<file path="config.mk">
export PLATFORM = sky130hd
export DESIGN_NAME = cic_stream_controller_flat
export DESIGN_NICKNAME = d
export VERILOG_FILES = /design/src/rtl/cic_stream_controller_if.sv /design/src/rtl/cic_stream_controller.sv /design/src/flat_wrapper.sv
export SDC_FILE = /design/constraint.sdc
export NUM_CORES = 1
export LEC_CHECK = 0
export ABC_AREA = 1
export CORE_MARGIN = 2
export CORE_UTILIZATION = 40
export CTS_BUF_LIST = sky130_fd_sc_hd__clkbuf_8
export DETAILED_ROUTE_END_ITERATION = 6
export GPL_TIMING_DRIVEN = 0
export PLACE_DENSITY = 0.78
export SLEW_MARGIN = 20
export SYNTH_ARGS = -nofsm -noshare
export SYNTH_HDL_FRONTEND = slang
export SYNTH_SLANG_ARGS = --single-unit
</file>
<file path="constraint.sdc">
create_clock -name clk -period 1.8 [get_ports clk]
set_input_delay 0.18 -clock clk [delete_from_list [all_inputs] [get_ports clk]]
set_output_delay 0.18 -clock clk [all_outputs]
set_load 0.03 [all_outputs]
</file>
<file path="src/rtl/cic_stream_controller_if.sv">
// Stream bundle between upstream source, CIC decimator and downstream sink.
// The master modport is the controller's view; slave is the surrounding environment.
interface cic_stream_controller_if #(
    parameter int unsigned InputLengthBits  = 12,
    parameter int unsigned OutputLengthBits = 36
);
    logic                               enable;
    logic                               busy;
    logic signed [InputLengthBits-1:0]  in;
    logic                               in_valid;
    logic                               in_ready;
    logic                               cic_rst;
    logic signed [InputLengthBits-1:0]  cic_in;
    logic                               cic_in_valid;
    logic signed [OutputLengthBits-1:0] cic_out;
    logic                               cic_out_valid;
    logic                               cic_out_ready;
    logic signed [OutputLengthBits-1:0] out;
    logic                               out_valid;
    logic                               out_ready;

    modport master (
        input  enable,
        output busy,
        input  in,
        input  in_valid,
        output in_ready,
        output cic_rst,
        output cic_in,
        output cic_in_valid,
        input  cic_out,
        input  cic_out_valid,
        output cic_out_ready,
        output out,
        output out_valid,
        input  out_ready
    );

    modport slave (
        output enable,
        input  busy,
        output in,
        output in_valid,
        input  in_ready,
        input  cic_rst,
        input  cic_in,
        input  cic_in_valid,
        output cic_out,
        output cic_out_valid,
        input  cic_out_ready,
        input  out,
        input  out_valid,
        output out_ready
    );
endinterface

</file>
<file path="src/rtl/cic_stream_controller.sv">
// Sequences a CIC decimator: clears it on start, discards settling outputs, then
// streams decimated samples downstream with at most one decimator output outstanding.
module cic_stream_controller #(
    parameter int unsigned InputLengthBits  = 12,
    parameter int unsigned OutputLengthBits = 36,
    parameter int unsigned DecimationFactor = 8,
    parameter int unsigned SettleOutputs    = 3
) (
    input logic                    clk,
    input logic                    rst_n,
    cic_stream_controller_if.master bus
);
    localparam int unsigned PhaseW = $clog2(DecimationFactor);
    localparam int unsigned DiscW  = (SettleOutputs > 0) ? $clog2(SettleOutputs + 1) : 1;
    localparam logic [PhaseW-1:0] PhaseLast = PhaseW'(DecimationFactor - 1);
    localparam logic [DiscW-1:0]  DiscLast  = DiscW'(SettleOutputs - 1);

    typedef enum logic [2:0] {StIdle, StClear, StSettle, StRun, StDrain} state_e;

    state_e                             state_q, state_d;
    logic                               clr_cnt_q, clr_cnt_d;
    logic [PhaseW-1:0]                  phase_q, phase_d;
    logic                               inflight_q, inflight_d;
    logic [DiscW-1:0]                   discard_q, discard_d;
    logic signed [OutputLengthBits-1:0] out_q, out_d;
    logic                               out_valid_q, out_valid_d;

    logic signed [InputLengthBits-1:0] sample;
    logic in_ready, cic_out_ready, accept, cic_hs, out_hs, load, at_last;

    always_comb begin
        sample        = bus.in;
        at_last       = (phase_q == PhaseLast);
        in_ready      = 1'b0;
        cic_out_ready = 1'b0;
        case (state_q)
            StIdle, StClear: cic_out_ready = 1'b1;
            StSettle: begin
                cic_out_ready = 1'b1;
                in_ready      = !(at_last && (inflight_q || out_valid_q));
            end
            StRun: begin
                cic_out_ready = !out_valid_q || bus.out_ready;
                in_ready      = !(at_last && (inflight_q || out_valid_q));
            end
            StDrain: cic_out_ready = !out_valid_q || bus.out_ready;
            default: ;
        endcase
        // Reset must drop the decimator handshake immediately, not at the next edge.
        cic_out_ready = cic_out_ready && rst_n;
        accept        = bus.in_valid && in_ready;
        cic_hs        = bus.cic_out_valid && cic_out_ready;
        out_hs        = out_valid_q && bus.out_ready;
        load          = cic_hs && ((state_q == StRun) || (state_q == StDrain));
    end

    always_comb begin
        state_d     = state_q;
        clr_cnt_d   = clr_cnt_q;
        phase_d     = phase_q;
        inflight_d  = inflight_q;
        discard_d   = discard_q;
        out_d       = out_q;
        out_valid_d = out_valid_q;

        if (accept) begin
            phase_d = at_last ? '0 : phase_q + PhaseW'(1);
        end
        if (accept && at_last) begin
            inflight_d = 1'b1;
        end else if (cic_hs) begin
            inflight_d = 1'b0;
        end
        if (load) begin
            out_d       = bus.cic_out;
            out_valid_d = 1'b1;
        end else if (out_hs) begin
            out_valid_d = 1'b0;
        end

        case (state_q)
            StIdle: begin
                clr_cnt_d = 1'b0;
                if (bus.enable) state_d = StClear;
            end
            StClear: begin
                clr_cnt_d  = 1'b1;
                phase_d    = '0;
                inflight_d = 1'b0;
                discard_d  = '0;
                if (!bus.enable)    state_d = StIdle;
                else if (clr_cnt_q) state_d = StSettle;
            end
            StSettle: begin
                if (cic_hs) discard_d = discard_q + DiscW'(1);
                if (!bus.enable) begin
                    state_d = StIdle;
                end else if (SettleOutputs == 0 || (cic_hs && discard_q == DiscLast)) begin
                    state_d = StRun;
                end
            end
            StRun: begin
                if (!bus.enable) state_d = StDrain;
            end
            StDrain: begin
                // enable is deliberately ignored here; a restart must go through IDLE/CLEAR.
                if (!inflight_q && !out_valid_q) state_d = StIdle;
            end
            default: state_d = StIdle;
        endcase
    end

    always_ff @(posedge clk or negedge rst_n) begin
        if (!rst_n) begin
            state_q     <= StIdle;
            clr_cnt_q   <= 1'b0;
            phase_q     <= '0;
            inflight_q  <= 1'b0;
            discard_q   <= '0;
            out_q       <= '0;
            out_valid_q <= 1'b0;
        end else begin
            state_q     <= state_d;
            clr_cnt_q   <= clr_cnt_d;
            phase_q     <= phase_d;
            inflight_q  <= inflight_d;
            discard_q   <= discard_d;
            out_q       <= out_d;
            out_valid_q <= out_valid_d;
        end
    end

    assign bus.busy          = (state_q != StIdle);
    assign bus.cic_rst       = (state_q == StIdle) || (state_q == StClear);
    assign bus.in_ready      = in_ready;
    assign bus.cic_in        = sample;
    assign bus.cic_in_valid  = accept;
    assign bus.cic_out_ready = cic_out_ready;
    assign bus.out           = out_q;
    assign bus.out_valid     = out_valid_q;
endmodule

</file>
<file path="src/flat_wrapper.sv">
// flat-port wrapper written by rule: the top's interface ports become plain ports
module cic_stream_controller_flat 
#(
    parameter int unsigned InputLengthBits  = 12,
    parameter int unsigned OutputLengthBits = 36,
    parameter int unsigned DecimationFactor = 8,
    parameter int unsigned SettleOutputs    = 3
)
  (clk, rst_n, bus_enable, bus_busy, bus_in, bus_in_valid, bus_in_ready, bus_cic_rst, bus_cic_in, bus_cic_in_valid, bus_cic_out, bus_cic_out_valid, bus_cic_out_ready, bus_out, bus_out_valid, bus_out_ready);
  cic_stream_controller_if #(.InputLengthBits(InputLengthBits), .OutputLengthBits(OutputLengthBits)) bus_i ();
  input logic clk;
  input logic rst_n;
  input wire logic [$bits(bus_i.enable)-1:0] bus_enable;
  output wire logic [$bits(bus_i.busy)-1:0] bus_busy;
  input wire logic [$bits(bus_i.in)-1:0] bus_in;
  input wire logic [$bits(bus_i.in_valid)-1:0] bus_in_valid;
  output wire logic [$bits(bus_i.in_ready)-1:0] bus_in_ready;
  output wire logic [$bits(bus_i.cic_rst)-1:0] bus_cic_rst;
  output wire logic [$bits(bus_i.cic_in)-1:0] bus_cic_in;
  output wire logic [$bits(bus_i.cic_in_valid)-1:0] bus_cic_in_valid;
  input wire logic [$bits(bus_i.cic_out)-1:0] bus_cic_out;
  input wire logic [$bits(bus_i.cic_out_valid)-1:0] bus_cic_out_valid;
  output wire logic [$bits(bus_i.cic_out_ready)-1:0] bus_cic_out_ready;
  output wire logic [$bits(bus_i.out)-1:0] bus_out;
  output wire logic [$bits(bus_i.out_valid)-1:0] bus_out_valid;
  input wire logic [$bits(bus_i.out_ready)-1:0] bus_out_ready;
  assign bus_i.enable = bus_enable;
  assign bus_busy = bus_i.busy;
  assign bus_i.in = bus_in;
  assign bus_i.in_valid = bus_in_valid;
  assign bus_in_ready = bus_i.in_ready;
  assign bus_cic_rst = bus_i.cic_rst;
  assign bus_cic_in = bus_i.cic_in;
  assign bus_cic_in_valid = bus_i.cic_in_valid;
  assign bus_i.cic_out = bus_cic_out;
  assign bus_i.cic_out_valid = bus_cic_out_valid;
  assign bus_cic_out_ready = bus_i.cic_out_ready;
  assign bus_out = bus_i.out;
  assign bus_out_valid = bus_i.out_valid;
  assign bus_i.out_ready = bus_out_ready;
  cic_stream_controller #(.InputLengthBits(InputLengthBits), .OutputLengthBits(OutputLengthBits), .DecimationFactor(DecimationFactor), .SettleOutputs(SettleOutputs)) u_core (.clk(clk), .rst_n(rst_n), .bus(bus_i));
endmodule
</file>
**Word-level counts from Yosys, hierarchy flattened**

Index checks and enable logic that the tools add are counted.

- Output and inout port bits: 54
- Logic and storage cells: 70
- Bits of input ports: 54
- Register bits after elaboration: 47

- Reductions and logical operators: 28
- Mux-type cells: 21
- Add/sub/neg operators: 2
- Eq/ne operators: 12

Operators with widths:

| cell | number |
|---|---|
| $mux W3 | 10 |
| $pmux W3 S5 | 1 |
| $logic_and A1 B1 Y1 | 9 |
| $reduce_bool A2 Y1 | 4 |
| $eq A3 B2 Y1 const B | 2 |
| $eq A3 B3 Y1 const B | 2 |
| $mux W1 | 6 |
| $ne A2 B2 Y1 const B | 3 |
| $ne A3 B2 Y1 const B | 2 |
| $reduce_bool A3 Y1 | 2 |
| $reduce_and A5 Y1 | 1 |
| $logic_or A1 B1 Y1 | 4 |
| $pmux W1 S2 | 2 |
| $pmux W2 S2 | 1 |
| $reduce_or A2 Y1 | 2 |
| $add A3 B1 Y3 const B | 1 |
| $eq A3 B1 Y1 const B | 1 |
| $logic_not A1 Y1 | 3 |
| $logic_not A3 Y1 | 1 |
| $reduce_or A3 Y1 | 1 |
| $add A2 B1 Y2 const B | 1 |
| $eq A2 B2 Y1 const B | 1 |
| $mux W2 | 1 |
| $ne A2 B1 Y1 const B | 1 |
| $reduce_and A2 Y1 | 1 |

**Longest topological paths before layout**

Gate-level depths: netlist of run 1.

- Depth after elaboration: 9
- Gate-level depth with buffers: 10
- Depth with buffers taken out: 9

**Worst setup path after synthesis of run 1**

Ideal clock, no wire load.

- Path type: register to register
- From: register u_core.out_valid_q (netlist: u_core.bus.out_valid)
- To: register u_core.phase_q[0]
- Cell stages (with the launch flop): 8
- Clock period less this slack: 2.203 ns
- Path buffers: 0
- Setup time: 0.118 ns
- Slack: -0.403 ns
- Arrival: 2.084 ns
- Required time: 1.682 ns
- Path through: dfrtp_1 > or2_2 > a21oi_1 > nand2_1 > inv_1 > nand2_1 > nand2_1 > nor2_1

- Longest elaborated chain between the ends: 6

RTL lines:

| element | RTL line | source |
|---|---|---|
| start, declared | cic_stream_controller.sv:26 | `logic out_valid_q, out_valid_d;` |
| start signal, assigned | cic_stream_controller.sv:129 | `out_valid_q <= out_valid_d;` |
| $logic_or A1 B1 Y1 | cic_stream_controller.sv:40, cic_stream_controller.sv:44 |  |
| $logic_and A1 B1 Y1 | cic_stream_controller.sv:40, cic_stream_controller.sv:44 |  |
| $logic_not A1 Y1 | cic_stream_controller.sv:40, cic_stream_controller.sv:44 |  |
| $mux W1 | - |  |
| named net bus_in_ready | flat_wrapper.sv:17 | `output wire logic [$bits(bus_i.in_ready)-1:0] bus_in_ready;` |
| $logic_and A1 B1 Y1 | cic_stream_controller.sv:51 | `accept = bus.in_valid && in_ready;` |
| named net bus_cic_in_valid | flat_wrapper.sv:20 | `output wire logic [$bits(bus_i.cic_in_valid)-1:0] bus_cic_in_valid;` |
| $reduce_bool A2 Y1 (no line) | - |  |
| end signal, assigned | cic_stream_controller.sv:125 | `phase_q <= phase_d;` |
| end, declared | cic_stream_controller.sv:22 | `logic [PhaseW-1:0] phase_q, phase_d;` |

The timed path passes the listed nets, and every way through them passes these cells.
A chain may end at the register's enable or synchronous reset.

**Worst setup path after layout of run 1**

- From: register u_core.state_q[1]
- To: output port bus_cic_out_ready

- Longest elaborated chain between the ends: 4
- Elaborated cells between the ends (all ways): 9
- Those cells by class: eq/ne (4); mux (1); reduce/logical (4)

RTL lines:

| element | RTL line | source |
|---|---|---|
| start, declared | cic_stream_controller.sv:20 | `state_e state_q, state_d;` |
| start signal, assigned | cic_stream_controller.sv:115 | `state_q <= StIdle;` |
| start signal, assigned | cic_stream_controller.sv:123 | `state_q <= state_d;` |
| $eq A3 B2 Y1, or another cell as far along | cic_stream_controller.sv:36 | `case (state_q)` |
| $reduce_or A3 Y1 (no line) or $reduce_or A2 Y1 (tied branches) | - |  |
| $pmux W1 S2 (*) | cic_stream_controller.sv:36 |  |
| $logic_and A1 B1 Y1 (*) | cic_stream_controller.sv:50 | `cic_out_ready = cic_out_ready && rst_n;` |
| end, declared | flat_wrapper.sv:23 | `output wire logic [$bits(bus_i.cic_out_ready)-1:0] bus_cic_out_ready;` |

Mark *: on every way between the ends. The rest lies on a longest branch, timed or not.

==> results of run 1 <==
-- power groups by stage --
stage                     clock (W)  combinational (W)  sequential, W
after global placement            0            0.00311        0.00183
after global routing       0.000681            0.00341        0.00188
after detailed placement          0            0.00316        0.00184
final                      0.000603            0.00316        0.00183
after floorplan                   0            0.00118        0.00260
after CTS                  0.000640            0.00317        0.00183
-- cells in the mapped netlist, drive strengths merged --
cell and number:
a21oi 4, a31oi 1, and2 1, buf 21, clkinv 1, dfrtp 47
ha 3, inv 47, nand2 61, nand3 11, nand3b 1, nand4 2
nor2 10, nor3 1, o21ai 40, or2 1, xor2 1
-- critical path, cell delays in order (launching register included) --
cell and delay, ps:
dfrtp_1 380, buf_6 140, nor2_4 100, nor2_2 50, o21ai_2 150, and2_1 160, buf_6 130, buf_6 130
-- cell type report --
| cell class | instances | area (sq um) | area share [%] |
|---|---|---|---|
| Buffer | 21 | 195 | 5.39 |
| Clock buffer | 5 | 68.8 | 1.90 |
| Clock inverter | 3 | 15.0 | 0.415 |
| Inverter | 48 | 181 | 5.01 |
| Multi-Input combinational cell | 138 | 925 | 25.5 |
| Sequential cell | 47 | 1180 | 32.5 |
| Tap cell | 75 | 93.8 | 2.59 |
| Timing Repair Buffer | 99 | 966 | 26.7 |
-- worst paths after layout --
check / endpoint / slack [ps]
min in group clk: u_core.bus.out[18]$_DFFE_PN0P_ / 430
min: u_core.state_q[2]$_DFFE_PN0P_ / -100
max: bus_cic_out_ready / 80
max in group asynchronous: u_core.state_q[2]$_DFFE_PN0P_ / 1470
max reg2reg: u_core.bus.out[25]$_DFFE_PN0P_ / 130
min reg2reg: u_core.bus.out[6]$_DFFE_PN0P_ / 490
-- routing by layer --
metal	track usage (%)	vias up	share of wire [%]
met5	0	-	0
met4	4.83	0	0.66
met3	4.51	2	6.7
met2	27.2	72	50
met1	20.2	889	42
li1	-	982	-
-- sequential cells by signal (all words and copies together) (netlist names) --
signal and flops:
u_core.discard_q 2, u_core.phase_q 3, u_core.bus.out_valid 1, u_core.clr_cnt_q 1
u_core.state_q 3, u_core.inflight_q 1, u_core.bus.out 36
-- logic make-up after synthesis --
logic type | after synthesis
buffers and inverters | 69
XOR/XNOR | 1
adder cells (fa/ha/maj) | 3
AND/OR/NAND/NOR | 88
flip-flops | 47
AO/OA/AOI/OAI | 45
-- timing repair --
item / 4_1_cts / 5_1_grt
cloned: 0 / 1
endpoints found under the setup margin: 5 / 39
resized for setup: 22 / 15
endpoints found under the hold margin: 47 / 47
buffers inserted: 0 / 4
pin swaps: 0 / 3
-- stage by stage --
step,setup WS [ps],area (sq um),power [W],hold WS (ps),TNS (ps)
2_1_floorplan,51.2,2440,0.00378,-116,0
3_5_place_dp,-286,3480,0.00500,246,-715
4_1_cts,-11.9,3580,0.00564,-78.2,-11.9
3_3_place_gp,-1790,3490,0.00494,470,-111410
6_report,82.6,3620,0.00559,-100,0
5_1_grt,-15.3,3620,0.00598,-61.4,-15.3
==> run_results.csv, run 1 <==
group,metric,value,unit
logic_synthesis,synth_compound_area_share,15.2,%
sta,finalCriticalPeriod,1720,ps
power_and_ir_drop,p_seq_share,32.8,%
detailed_routing,post-route-drc-count,0,
floorplan,core_area,5890,sq um
logic_synthesis,syn_area_per_cell,9.61,sq um
cells_and_area,num_antenna_cells,0,
run_status,violations,"negative hold slack",
detailed_routing,post_drt_wl_per_cell,11.8,um
detailed_routing,drt_first_pass_iters,4,
placement,dpl.hpwl,3790,um
clock_tree,cts_root_buf,"clkbuf_8",
logic_synthesis,synthesis.nets,310,
logic_synthesis,yosysTopAreaCellShare,48.4,%
placement,dp_cells,423,
global_route,grt_usage,16.2,%
cells_and_area,layout_common_cells,"89 x clkdlybuf4s50_1, 46 x dfrtp_1, 43 x inv_1, 38 x o21ai_2, 35 x nand2_2",
setup_path,reg2regPathDepth,9,
cells_and_area,drive_gt1_share,35.5,%
logic_synthesis,ys_warn_count,0,
setup_path,path_class,"reg -> out",
placement,numPortBuffers,95,
sta,post-route-period-util,95.4,%
global_route,gr-total-overflow,0,
sta,drv_slew,0,
run,cap_violations,0,
clock_tree,numCtsBuffers,5,
sta,final_hold_viol_count,47,
power_and_ir_drop,p_int,0.00314,W
global_route,grt_max_degree,51,
run_status,status,"finished, violations left",
logic_synthesis,synth_mux_area_share,0,%
cells_and_area,finish.net_count,417,
power_and_ir_drop,comb_power_share,56.5,%
clock_tree,clock_sinks,47,
detailed_routing,wirelength,5150,um
sta,max_clock_freq,0.582,GHz
setup_path,critPathArrivalTime,1540,ps
logic_synthesis,ys_seq_area_share,48.4,%
logic_synthesis,synth_cells,253,
detailed_routing,vias_per_cell,4.46,
cells_and_area,fin_cells,436,
setup_path,critPathRequiredTime,1620,ps
power_and_ir_drop,irDropWorstVdd,0.773,mV
logic_synthesis,synth_top_family_by_area,"simple AND/OR/NAND/NOR gates",
hold_path,hold_path.class,"in -> async",
logic_synthesis,yosys.area_share.xor_xnor,0.360,%
logic_synthesis,synth_seq_cells,47,
clock_tree,htreeDepth,2,
clock_tree,cts_tree,"yes",
placement,gp_congestion,0.838,
setup_path,startpoint,"u_core.state_q[1]$_DFFE_PN0P_",
setup_path,critPathMaxFanout,8,
floorplan,initial_core_util,41.3,%
global_route,grt_pass1_wl,8380,um
logic_synthesis,ys_types,24,
logic_synthesis,synth-adder-area-share,1.54,%
setup_path,end_kind,"primary output",
power_and_ir_drop,sw_frac_of_total,43.8,%
clock_tree,clk_latency,290,ps
cells_and_area,utilization,61.5,%
logic_synthesis,synth-simple-area-share,19.2,%
logic_synthesis,yosysTopAreaCell,"dfrtp_1",
floorplan,ioPinCount,108,
sta,rsz0062_at_grt,"yes",
sta,worstMarginPinSlew,613,ps
clock_tree,clk_path_buf_depth,2,
setup_path,startpoint_type,"flop",
setup_path,regToRegStartpoint,"u_core.state_q[1]$_DFFE_PN0P_",
floorplan,die_h,82.0,um
logic_synthesis,syn_area,2430,sq um
power_and_ir_drop,p_leak,1.76,nW
cells_and_area,final_common_cell,"clkdlybuf4s50_1",
sta,finalSetupViolCount,0,
floorplan,num_rows,28,
detailed_routing,drtIter0Drc,67,
detailed_routing,vias,1945,
cells_and_area,area_delta_synth_final,49.0,%
power_and_ir_drop,switching_power,0.00245,W
sta,hold_ws,-100,ps
global_route,grt_pass1_vias,1913,
sta,finClkSkew,4.88,ps
floorplan,dieArea,6720,sq um
power_and_ir_drop,clkPwrFrac,10.8,%
logic_synthesis,synthTopCellsByArea,"dfrtp_1 48%, o21ai_2 14%, nand2_2 8.7%, inv_1 6.9%, buf_6 4.2%",
power_and_ir_drop,p_per_area,1540,nW/um^2
sta,max_slew_margin,59.2,%
cells_and_area,fillers,530,
floorplan,die_x,82.0,um
global_route,grt_antenna_before_repair,0,
detailed_routing,antenna_left,0,
clock_tree,clkTransAtPathRegs,80,ps
Power figures use the tool's default switching activity.
==> inputs of run 2 (changes only) <==
CTS_CLUSTER_DIAMETER = 80   (was not set)
==> results of run 2 <==
Same layout as run 1: the final DEF is identical, and so are final timing and power.
==> inputs of run 3 (changes only) <==
GPL_ROUTABILITY_DRIVEN = 0   (was not set)
==> results of run 3 <==
Same layout as run 1: the final DEF is identical, and so are final timing and power.
==> variant 1 (settings of run 3) <==
Make the reset (`rst_n`) synchronous in one clocked block.
--- a/src/rtl/cic_stream_controller.sv
+++ b/src/rtl/cic_stream_controller.sv
@@ -110,7 +110,7 @@
         endcase
     end
 
-    always_ff @(posedge clk or negedge rst_n) begin
+    always_ff @(posedge clk) begin
         if (!rst_n) begin
             state_q     <= StIdle;
             clr_cnt_q   <= 1'b0;
Behaviour: differs if rst_n is asserted again (counterexample within 4 cycles, from zero or initial values and one cycle with rst_n low); with rst_n held inactive, the same outputs for 10 cycles.
==> variant 1 against run 3 <==
  * Sequential cell count unchanged
  * Worst hold slack better by 0.47 ns
  * Final area down 12%
  * Critical path depth down 1
  * Count of clock-buffer cells in the layout unchanged
  * Via count up 2.4%
  * Area after synthesis down 15%
  * Routed wire length down 1.4%
  * Maximum frequency down 3.4%
  * Highest routed layer unchanged
  * Setup slack worse by 0.061 ns
  * Critical path type unchanged
Power is not compared: it rests on default switching activity, and its combinational part moved more than twofold at a synthesized area within 25%.
==> variant 1: results (changes against run 3) <==
layout cell share with drive strength beyond 1: 19.9% (-16 points)
Final Skew: 0.00433 ns (-0.000551 ns)
first-pass GRT wire length: 8160 um (-2.7%)
RR Endpoint: u_core.bus.out[8]
Layout fillers: 464 (-12%)
CTS Buf Count: 5 (unchanged)
initial drt markers: 58 (-13%)
vias in the first global route: 1,920 (+0.37%)
port bufs: 94 (-1.1%)
maximum fanout along the worst path: 5 (-3)
reg-to-reg slack, setup: 0.18 ns (+0.05 ns)
Synth area leaders: dfxtp_1, nor2_1, nor2_2, o21ai_0, nand2_1
CTS resizes: 10 (-55%)
Primary FF master, synth: dfxtp_1
FFs w/ async S/R, synth: 0% (-100 points)
status: finished clean
GR Util All Layers: 18.6% (+2.4 points)
total routed wirelength: 5080 um (-1.4%)
min-delay worst type: primary input to flip-flop
final hold slack: 0.371 ns (+0.471 ns)
HPWL Detailed: 3860 um (+1.8%)
Yosys cell types: 23 (-4.2%)
worst r2r path cells: 10 (+1)
Worst Max-Slew Pin Slew: 0.448 ns (-0.164 ns)
sequential fraction of the synthesis area: 45.6% (-2.8 points)
variant 1: changes by cell type in the layout (fill, tap and decap cells not counted), sizes merged, moves of 3 or more:
cell    before  now
clkinv       4    1
nand3       12    7
inv         47   14
clkbuf       6   13
nand2       61   30
dfrtp       47    0
buf         30   19
a21oi        4   11
dfxtp        0   47
nor2        10   86
variant 1: cell families after synthesis:
group	after synthesis	synth area share, %
AO/OA/AOI/OAI	50	12.4
adder cells (fa/ha/maj)	3	1.82
AND/OR/NAND/NOR	129	29.0
flip-flops	47	45.6
buffers and inverters	36	11.1
variant 1: power groups by stage:
| stage | Sequential [uW] | Clock, uW | Combinational (uW) |
|---|---|---|---|
| after floorplan | 1430 | 0 | 587 |
| after global placement | 1270 | 0 | 1210 |
| after detailed placement | 1270 | 0 | 1220 |
| after CTS | 1250 | 622 | 1190 |
| after global routing | 1280 | 663 | 1320 |
| final | 1260 | 594 | 1200 |
variant 1: per-layer routing:
layer / up-vias / part of all wire, % / GRT usage (%)
met5: - / 0 / 0
met4: 0 / 1.1 / 6.82
met3: 5 / 9.8 / 8.20
met2: 72 / 47 / 31.0
met1: 881 / 42 / 21.0
li1: 1034 / - / -
variant 1: final cells by class:
type	count	share of cell area, %
plain buffers	24	5.70
flip-flops and latches	47	29.6
multi-input cells	182	28.8
well taps	70	2.75
clock inverters	3	0.393
inverters	12	1.49
repair buffers	94	29.1
clock buffers	5	2.16
variant 1: per-stage QoR:
step	worst slack, ns	cell area (sq um)	std cells	utilization, %
5_1_grt	-0.0725	3180	437	63.1
2_1_floorplan	0.0944	2070	265	-
3_3_place_gp	-0.200	3100	429	61.4
3_5_place_dp	-0.215	3100	429	61.4
4_1_cts	-0.0711	3170	437	62.9
6_report	0.0218	3180	437	63.1
variant 1: critical path, stage by stage (launching register included):
cell and delay, ns:
dfxtp_1 0.33, ha_1 0.19, ha_1 0.22, a22oi_2 0.20, nand2_2 0.10, inv_2 0.10
buf_4 0.16
variant 1: worst max-delay path by stage:
stage | from | to | slack (ns)
2_1_floorplan | u_core.phase_q[0] | u_core.inflight_q | 0.09
3_3_place_gp | u_core.phase_q[0] | bus_cic_in_valid | -0.20
3_5_place_dp | u_core.phase_q[0] | bus_cic_in_valid | -0.22
4_1_cts | u_core.phase_q[0] | bus_cic_in_valid | -0.07
5_1_grt | u_core.phase_q[0] | bus_cic_in_valid | -0.07
6_report | u_core.phase_q[0] | bus_cic_in_valid | 0.02
==> variant 2 (config.mk and constraints of run 3) <==
Made on the original files. `SettleOutputs` is set to 3 in 2 places; all go to 2.
--- a/src/rtl/cic_stream_controller.sv
+++ b/src/rtl/cic_stream_controller.sv
@@ -4,7 +4,7 @@
     parameter int unsigned InputLengthBits  = 12,
     parameter int unsigned OutputLengthBits = 36,
     parameter int unsigned DecimationFactor = 8,
-    parameter int unsigned SettleOutputs    = 3
+    parameter int unsigned SettleOutputs    = 2
 ) (
     input logic                    clk,
     input logic                    rst_n,
--- a/src/flat_wrapper.sv
+++ b/src/flat_wrapper.sv
@@ -4,7 +4,7 @@
     parameter int unsigned InputLengthBits  = 12,
     parameter int unsigned OutputLengthBits = 36,
     parameter int unsigned DecimationFactor = 8,
-    parameter int unsigned SettleOutputs    = 3
+    parameter int unsigned SettleOutputs    = 2
 )
   (clk, rst_n, bus_enable, bus_busy, bus_in, bus_in_valid, bus_in_ready, bus_cic_rst, bus_cic_in, bus_cic_in_valid, bus_cic_out, bus_cic_out_valid, bus_cic_out_ready, bus_out, bus_out_valid, bus_out_ready);
   cic_stream_controller_if #(.InputLengthBits(InputLengthBits), .OutputLengthBits(OutputLengthBits)) bus_i ();
Formal check against the unedited RTL: not equivalent (a bounded check fails within 10 cycles, from zero or initial values and one cycle with rst_n low).
==> variant 2 against run 3 <==
  * The flow still finishes with violations (hold timing)
  * Final area rose by 1.2%
  * Count of clock-buffer cells in the layout increased by 1
  * Routed wire length rose by 3.3%
  * Area after synthesis shrank 0.36%
  * Register-to-register slack about the same
  * Sequential cell count is the same
  * Cell count decreased by 0.23%
  * Power up 4.2%
  * Global-route usage fell by 0.16 points
  * Maximum frequency fell by 0.70%
  * Clock power up 31%
  * Setup slack got worse by 0.012 ns
  * Critical path depth fell by 3
  * Critical path type unchanged
  * Largest power group unchanged
==> variant 2: results (changes against run 3) <==
layout cell share with drive strength beyond 1: 34.4% (-1.0 points)
RR Endpoint: u_core.bus.out[22]
deepest level of the CTS H-tree: 2 (unchanged)
Clk Latency, worst-skew pair: 0.29 ns (about the same)
max reg flops: 36 (unchanged)
start point of the critical path: u_core.phase_q[0]
Synth Warn #: 0 (unchanged)
failing checks: hold timing
worst r2r path cells: 9 (unchanged)
top cells by count, synth: dfrtp_1, inv_1, o21ai_2
Static Leak: 0.00178 uW (+1.0%)
status: complete, but fails checks
port bufs: 95 (unchanged)
sequential fraction of the synthesis area: 48.6% (+0.17 points)
GR Util All Layers: 16.0% (-0.16 points)
Fin. Hold Viols: 47 (unchanged)
Worst slew margin: 58.8% (-0.38 points)
Final Skew: 0.00326 ns (-0.00162 ns)
routed len/inst: 12.2 um (+3.6%)
clock slew at reported path FFs: 0.08 ns (about the same)
final hold slack: -0.109 ns (-0.00850 ns)
Net Count, Synth: 309 (-0.32%)
largest net degree at the start of global routing: 51 (unchanged)
Mapped Avg Cell Area: 9.61 sq um (about the same)
first-pass GRT wire length: 8310 um (-0.82%)
via count: 1,994 (+2.5%)
vias in the first global route: 1,922 (+0.47%)
HPWL Detailed: 3830 um (+1.1%)
Yosys cell types: 24 (unchanged)
Peak VDD IR: 0.000906 V (+17%)
fin nets: 416 (-0.24%)
NetSw: 2470 uW (+0.79%)
Layout fillers: 516 (-2.6%)
Synth area leaders: dfrtp_1, o21ai_2, nand2_2, inv_1, buf_6
antenna cells: 0 (unchanged)
initial drt markers: 75 (+12%)
maximum fanout along the worst path: 2 (-6)
Worst R2R Start: u_core.state_q[1]
dpl cell area: 3480 sq um (-0.25%)
Arrival @ worst endpoint: 1.55 ns
Via density: 4.58 (+2.8%)
initial antenna violation count: 0 (unchanged)
Pre-antenna DRT Iters: 4 (unchanged)
reg-to-reg slack, setup: 0.13 ns (about the same)
CTS Buf Count: 5 (unchanged)
-- variant 2: cells by family after synthesis --
kind of cell,Yosys count,share of synthesized area [%]
XOR/XNOR,1,0.362
AO/OA/AOI/OAI,46,15.3
buffers and inverters,69,15.3
flip-flops,47,48.6
adder cells (fa/ha/maj),3,1.55
AND/OR/NAND/NOR,86,18.9
-- variant 2: worst max path at each step --
stage | endpoint | slack (ns) | depth (start not counted)
finish | bus_in_ready | 0.07 | 4
global route | bus_in_ready | -0.008 | 4
CTS | bus_cic_in_valid | 0.009 | 6
detailed placement | bus_cic_in_valid | -0.29 | 6
global placement | bus_cic_out_ready | -1.78 | 4
floorplan | u_core.phase_q[0] | 0.1 | 8
-- variant 2: critical path: stages (launching register included) --
cell and delay [ns]:
dfrtp_1 0.39, ha_1 0.20, ha_2 0.19, a21oi_4 0.16, clkdlybuf4s15_2 0.32
-- variant 2: power by group through the flow --
stage / logic, uW / registers [uW] / clock network (uW)
after floorplan: 1170 / 2600 / 0
after global placement: 3100 / 1830 / 0
after detailed placement: 3160 / 1840 / 0
after CTS: 3160 / 1830 / 821
after global routing: 3430 / 1870 / 865
final: 3210 / 1820 / 787
-- variant 2: metal layers --
layer	global-route usage [%]	part of all wire, %	routed length, um	vias to the layer above
met1	18.8	42	2260	931
met2	28.5	49	2630	78
met4	5.00	1.2	66	0
li1	-	-	-	979
met5	0	0	0	-
met3	4.18	7.0	370	6
-- variant 2: repair_timing --
item / in CTS / in global routing
pin swaps: 0 / 3
endpoints found under the hold margin: 47 / 47
gates resized for setup: 23 / 12
gates cloned: 0 / 1
setup buffers: 0 / 4
endpoints found under the setup margin: 5 / 40
-- variant 2: cell type report --
| cell class | instances | area, sq um | share of cell area, % |
|---|---|---|---|
| tap | 75 | 93.8 | 2.56 |
| timing repair buffer | 99 | 976 | 26.6 |
| clock inverter | 2 | 35.0 | 0.956 |
| inverter | 48 | 183 | 4.98 |
| buffer | 21 | 195 | 5.33 |
| clock buffer | 6 | 82.6 | 2.25 |
| sequential | 47 | 1180 | 32.1 |
| multi-input combinational | 137 | 922 | 25.2 |
-- variant 2: through the flow --
stage | setup slack, ns | total power, uW | util (%)
2_1_floorplan | 0.0970 | 3780 | -
3_3_place_gp | -1.78 | 4930 | 59.1
3_5_place_dp | -0.290 | 5000 | 59.1
4_1_cts | 0.00913 | 5810 | 61.2
5_1_grt | -0.00846 | 6170 | 62.3
6_report | 0.0704 | 5820 | 62.3
